### src/rtl/gtech_scan_reg.sv
// gtech_scan_reg: scannable parallel-load register with a saturating shift counter.
// Optional parity output is built only when GTECH_SCAN_REG_PARITY_EN is defined.
module gtech_scan_reg #(
  parameter int               WIDTH     = 8,
  parameter logic [WIDTH-1:0] RESET_VAL = {WIDTH{1'b1}}
) (
  input  logic                         CP,
  input  logic                         RST,
  input  logic [WIDTH-1:0]             D,
  input  logic                         EN,
  input  logic                         TE,
  input  logic                         TI,
  output logic [WIDTH-1:0]             Q,
  output logic [WIDTH-1:0]             QN,
  output logic                         TO,
  output logic [$clog2(WIDTH+1)-1:0]   SCNT,
  output logic                         SDONE,
  output logic                         PAR
);

  localparam int             CW      = $clog2(WIDTH + 1);
  localparam logic [CW-1:0]  CNT_MAX = CW'(WIDTH);

  logic [WIDTH-1:0] q_r;
  logic [WIDTH-1:0] shift_val;
  logic [CW-1:0]    cnt_r;

  // A one-bit register has no upper slice to keep, so a shift simply captures TI.
  generate
    if (WIDTH == 1) begin : g_shift_w1
      assign shift_val = TI;
    end else begin : g_shift_wn
      assign shift_val = {q_r[WIDTH-2:0], TI};
    end
  endgenerate

  always_ff @(posedge CP) begin
    if (RST) begin
      q_r   <= RESET_VAL;
      cnt_r <= '0;
    end else if (TE) begin
      q_r <= shift_val;
      if (cnt_r != CNT_MAX) begin
        cnt_r <= cnt_r + CW'(1);
      end
    end else if (EN) begin
      q_r   <= D;
      cnt_r <= '0;
    end
  end

  assign Q     = q_r;
  assign QN    = ~q_r;
  assign TO    = q_r[WIDTH-1];
  assign SCNT  = cnt_r;
  assign SDONE = (cnt_r == CNT_MAX);

`ifdef GTECH_SCAN_REG_PARITY_EN
  assign PAR = ^q_r;
`else
  assign PAR = 1'b0;
`endif

endmodule
### config.mk
export PLATFORM = sky130hd
export DESIGN_NAME = gtech_scan_reg
export DESIGN_NICKNAME = d
export VERILOG_FILES = /design/src/rtl/gtech_scan_reg.sv
export SDC_FILE = /design/constraint.sdc
export NUM_CORES = 1
export LEC_CHECK = 0
export ABC_CLOCK_PERIOD_IN_PS = 2200
export CAP_MARGIN = 20
export CORE_UTILIZATION = 41
export CTS_CLUSTER_SIZE = 28
export DETAILED_ROUTE_END_ITERATION = 8
export PLACE_DENSITY = 0.83
export REMOVE_ABC_BUFFERS = 1
export SLEW_MARGIN = 10
export SYNTH_ARGS = -nofsm -noshare
export SYNTH_HDL_FRONTEND = slang
export SYNTH_SLANG_ARGS = --single-unit
### constraint.sdc
create_clock -name CP -period 2.2 [get_ports CP]
set_input_delay 0.44 -clock CP [delete_from_list [all_inputs] [get_ports CP]]
set_output_delay 0.44 -clock CP [all_outputs]
set_load 0.05 [all_outputs]
==> flow_metrics.py <==
metrics = {
    "run_status": {
        "run_status": "finished clean",
    },
    "routing": {
        "antenna_violating_nets_post_route": 0,
        "violation_count_after_the_first_detailed_routing_iteration": 8,
        "num_vias": 625,
        "drt-vias-per-instance": 5.08,
        "drt_drc_violations_left": 0,
        "wire_per_inst_um": 12.7,
        "finalWirelength_mm": 1.57,
        "dr.pass1.iters": 4,
    },
    "critical_path": {
        "rr_endpoint": "SCNT[1]",
        "worstSetupStartpointType": "flop",
        "timing.critical_path.max_delay_family": "buffers and inverters",
        "r2r.worst_path.cells": 5,
        "path_class": "reg -> out",
        "timing.critical_path.cells": "clkdlybuf4s50_1",
        "critical-path-slowest-cell": "sky130_fd_sc_hd__clkdlybuf4s50_1",
        "crit_buf_inv": 1,
        "crit_path_start": "SCNT[3]",
        "worstReg2RegStart": "SCNT[0]",
        "critPathArrivalTime_ns": 1.53,
        "critPathCaptureType": "output pin",
        "path_max_fanout": 6,
        "worst_path_required_time_ns": 1.76,
        "cpPeakStageDelay_ns": 0.84,
        "reg2reg_setup_slack_ns": 0.82,
    },
    "die": {
        "chipWidth_um": 43.0,
        "io_pins": 36,
        "floorplan.die.height_um": 43.0,
        "num_rows": 14,
        "die_ar_um2": 1850,
        "placeableCoreArea_um2": 1540,
        "initial_core_util_pct": 44.8,
    },
    "global_routing": {
        "number_of_antenna_violations_at_the_first_check_in_global_routing": 0,
        "grt_start_max_net_pins": 13,
        "first_global_vias": 533,
        "globalRouteTotalUtil_pct": 18.5,
        "use_met3_pct": 5.11,
        "global_route.usage.met2_pct": 31.5,
        "global_route.overflow_total": 0,
        "busiest_layer": "met2",
        "grt_pass1_wl_mm": 2.47,
        "grt.met1_usage_pct": 20.9,
    },
    "timing": {
        "timing_worst_slew_pin_value_ns": 0.514,
        "post-route-period-util_pct": 89.6,
        "timing_hold_violations_final": 0,
        "slew_viol_final": 0,
        "maxClockFrequency_ghz": 0.508,
        "min_period_ns": 1.97,
        "fin_worst_skew_ns": 0.00592,
        "hold_slack_ns": 0.541,
        "finalSetupViolations": 0,
        "fin_ws_ns": 0.230,
        "timing.slew.headroom_pct": 65.6,
        "rsz_0062_raised_after_global_routing": "no",
        "totalNegativeSetupSlack_ns": 0,
    },
    "placement": {
        "detailedPlace.worstSlack_ns": 0.295,
        "detailed_place_hpwl_mm": 1.13,
        "numPortBuffers": 34,
        "gp_weighted_congestion": 0.735,
    },
    "synthesis": {
        "edff_count_synth": 0,
        "post_synth_num_cell_types": 22,
        "yosys_register_bits": 12,
        "synth.yosys.seq_area_share_pct": 34.8,
        "synth_async_sr_flop_share_pct": 0,
        "avgSynthCellArea_um2": 9.33,
        "syn-instance-count": 74,
        "yosys_warnings": 0,
        "most_instantiated_flip_flop_cell_in_the_synthesis_netlist": "sky130_fd_sc_hd__dfxtp_1",
        "synthesis.area_um2": 691,
    },
    "cts": {
        "clock_sinks": 12,
        "h_tree_level_count": 1,
        "cts_root_buffer_type": "sky130_fd_sc_hd__clkbuf_4",
        "post-cts-setup-buffer-count": 0,
        "clk_pin_slew_worst_paths_ns": 0.07,
        "clock_insertion_delay_worst_skew_ns": 0.27,
        "post_cts.resized_instances": 0,
        "clock_tree.buffer_depth": 2,
        "tritoncts": "yes",
        "cts_made_buffers": 3,
        "cts_hold_buffers": 0,
    },
    "power": {
        "power.leakage_nw": 0.477,
        "power_density_nw_per_um2": 579,
        "design_power_total_uw": 605,
        "max-vdd-ir-drop_mv": 0.375,
    },
    "finish": {
        "finish.net_count": 123,
        "synthToLayoutAreaGrowth_pct": 51.4,
        "layout_common_cells": "sky130_fd_sc_hd__clkdlybuf4s50_1, sky130_fd_sc_hd__dfxtp_1, sky130_fd_sc_hd__inv_1",
        "proportion_of_layout_cells_with_a_drive_suffix_above_1_pct": 15.0,
        "layout.cells.most_common": "sky130_fd_sc_hd__clkdlybuf4s50_1",
        "inserted_diodes": 0,
    },
    "worst_hold_path": {
        "holdCritPathClass": "reg -> reg",
        "holdCritStartpoint": "SCNT[0]",
        "worst_hold_path.endpoint": "SCNT[0]",
        "min_delay_path_depth": 2,
    },
    "run": {
        "maxCapViolCount": 0,
    },
}
[cell type report]
cell class,instances,area (um2)
repair buffers,35,345
fillers,132,495
well taps,16,20.0
inverters,11,41.3
clock buffers,4,36.3
multi-input cells,45,363
flip-flops and latches,12,240
[worst max-delay path by stage]
stage / endpoint / slack (ns) / cells after the start
after CTS: SCNT[3] / 0.22 / 1
after global routing: SCNT[3] / 0.14 / 1
after detailed placement: Q[2] / 0.29 / 4
after global placement: Q[1] / 0.31 / 4
after floorplan: QN[7] / 0.35 / 1
final: SCNT[3] / 0.23 / 1
[report_power, final]
group / switching, mW / total (mW) / internal (mW)
clock: 0.0752 / 0.176 / 0.101
combinational: 0.111 / 0.190 / 0.0791
sequential: 0.0111 / 0.239 / 0.228
total: 0.198 / 0.605 / 0.408
[flip-flops by register name, summed over array words and instances, names as in the netlist]
signal	flops
Q	8
SCNT	4
[kinds of logic after synthesis]
| group | after synthesis | synth area share, % |
|---|---|---|
| buf+inv | 17 | 12.7 |
| flops | 12 | 34.8 |
| compound gates | 7 | 5.25 |
| simple gates | 19 | 18.5 |
| mux | 16 | 24.6 |
| fa+ha+maj | 2 | 3.62 |
| other cells | 1 | 0.543 |
[metrics by stage]
step                instance area (um2)  util, %  std cells
floorplan                           644        -         68
global placement                   1010     65.5        119
detailed placement                 1010     65.5        119
CTS                                1050     67.9        123
global route                       1050     67.9        123
finish                             1050     67.9        123
[layer usage]
layer  wire [um]  vias to the layer above
li1            -                      308
met1         648                      286
met2         795                       27
met3          95                        4
met4          27                        0
met5           0                        -
[synth_stat cells, drive strengths merged (2+ instances only)]
cell | count | area (um2)
inv | 11 | 41.3
nand3 | 4 | 20.0
dfxtp | 12 | 240
buf | 5 | 42.5
a21oi | 3 | 15.0
mux2i | 8 | 80.1
mux2 | 8 | 90.1
nand2b | 8 | 50.1
ha | 2 | 25.0
o21ai | 3 | 15.0
Power figures use the tool's default switching activity.
==> RTL change: new RTL, same flow settings <==
The parameter `WIDTH` goes from 8 to 32.
--- a/src/rtl/gtech_scan_reg.sv
+++ b/src/rtl/gtech_scan_reg.sv
@@ -3,3 +3,3 @@
 module gtech_scan_reg #(
-  parameter int               WIDTH     = 8,
+  parameter int               WIDTH     = 32,
   parameter logic [WIDTH-1:0] RESET_VAL = {WIDTH{1'b1}}
Interface: changed (resized D, Q, QN and SCNT); port bits go from 36 to 110. The function was not compared with the original's and may differ.
==> RTL change against the original RTL <==
Sequential share of layout area is 0.66 points lower; utilization is 1.9 points lower; routed wire length grew to 3.2 times the old value; maximum frequency is 2.5% lower; worst setup slack worse by 0.050 ns; sequential cell count is 26 higher; sequential power grew to 3.2 times the old value; cell area grew to 3.3 times the old value; power grew to 3.1 times the old value; area after synthesis grew to 3.2 times the old value; die area grew to 3.1 times the old value; critical path type unchanged; critical endpoint is now SCNT[2]; largest power group unchanged.
==> RTL change: results (changes against the original RTL) <==
status -> completed (unchanged)
Post-synth top cells -> dfxtp_1, inv_1, nand2b_1 (was dfxtp_1, inv_1, mux2_2, mux2i_1, nand2b_1)
first-pass GRT wire length -> 7.72 mm (was 2.47 mm)
fin area -> 0.00341 mm² (was 0.00105 mm²)
worst hold path startpoint -> Q[20]$_SDFFE_PP1P_ (was SCNT[0]$_SDFFE_PP0P_)
pre-CTS setup slack -> 0.484 ns (was 0.295 ns)
synth top area cells -> dfxtp_1, mux2_4, mux2i_1 (was dfxtp_1, mux2_2, mux2i_1)
Yosys cell types -> 30 (was 22)
clock buffer count from CTS -> 5 (was 3)
VDD IR-drop max -> 0.000295 V (was 0.000375 V)
mux contribution to synthesized area -> 35.4% (was 24.6%)
GRT Total Usage -> 17.6% (was 18.5%)
Post-CTS Resized -> 0 (unchanged)
DP Wirelength -> 3.59 mm (was 1.13 mm)
P_leak -> 1.67 nW (was 0.477 nW)
Routed WL -> 4.97 mm (was 1.57 mm)
Seq/Total Area, Yosys -> 34.3% (was 34.8%)
wire length on met3 -> 324 µm (was 95 µm)
r2r setup slk -> 0.87 ns (was 0.82 ns)
wl on met1 -> 2.20 mm (was 648 µm)
share of cells above drive strength 1 -> 13.3% (was 15.0%)
worst-margin pin slew -> 0.505 ns (was 0.514 ns)
max reg flops -> 32 (was 8)
Synth Area in Compound Gates -> 3.67% (was 5.25%)
fillers -> 421 (was 132)
Syn Area/Cell -> 10.1 µm² (was 9.33 µm²)
DR vias -> 1833 (was 625)
root cell of the clock tree -> clkbuf_8 (was clkbuf_4)
Crit Path Max Fanout -> 8 (was 6)
Placed Area -> 0.00332 mm² (was 0.00101 mm²)
Finished Layout Cells -> 394 (was 123)
pin count of the biggest net entering global routing -> 41 (was 13)
worst path arrival time -> 1.58 ns (was 1.53 ns)
adder-cell area share of the yosys netlist -> 1.13% (was 3.62%)
port buffer count -> 108 (was 34)
GPL Wtd Cong -> 0.829 (was 0.735)
clk_skew -> 0.00605 ns (was 0.00592 ns)
RTL change: cell types whose count changed after synthesis, sizes merged, moves of 2 or more:
cell / delta
dfxtp: +26
o21ai: -2
a211oi: +2
nand2b: +26
o32ai: +2
clkbuf: +3
nand2: +3
mux2i: +24
inv: +26
buf: +6
mux2: +24
RTL change: routing by layer:
layer	vias up	global-route usage, %
met2	60	31.9
li1	915	-
met3	2	4.50
met4	0	3.09
met1	856	21.2
met5	-	0
RTL change: cell type report:
class	instances	share of cell area [%]
Clock buffer	7	2.53
Multi-Input combinational cell	129	35.4
Clock inverter	1	0.147
Sequential cell	38	22.3
Timing Repair Buffer	112	32.9
Inverter	37	4.07
Tap cell	70	2.57
RTL change: kinds of logic (layout without fill, tap and decap cells):
logic type                 count (synthesis)  in the layout
AOI/OAI and AO/OA                         12             12
DFF                                       38             38
adders and majority gates                  2              2
other                                      1              1
muxes                                     64             64
and+or+nand+nor                           50             50
buffers and inverters                     52            157
RTL change: where the power goes:
group | internal (mW) | switching (mW)
logic | 0.289 | 0.366
clock network | 0.253 | 0.229
registers | 0.723 | 0.0370
RTL change: path summary, 6_finish.rpt:
check / to / depth (start not counted)
worst max register to register: SCNT[0]$_SDFFE_PP0P_ / 5
worst min-delay path: Q[21]$_SDFFE_PP1P_ / 2
worst min register to register: Q[21]$_SDFFE_PP1P_ / 2
worst max-delay path: SCNT[2] / 1
RTL change: metrics by stage:
stage	hold WS (ns)	power, mW
final	0.543	1.90
after floorplan	0.509	1.17
after detailed placement	0.528	1.43
after global placement	0.506	1.42
after CTS	0.545	1.92
after global routing	0.572	1.99
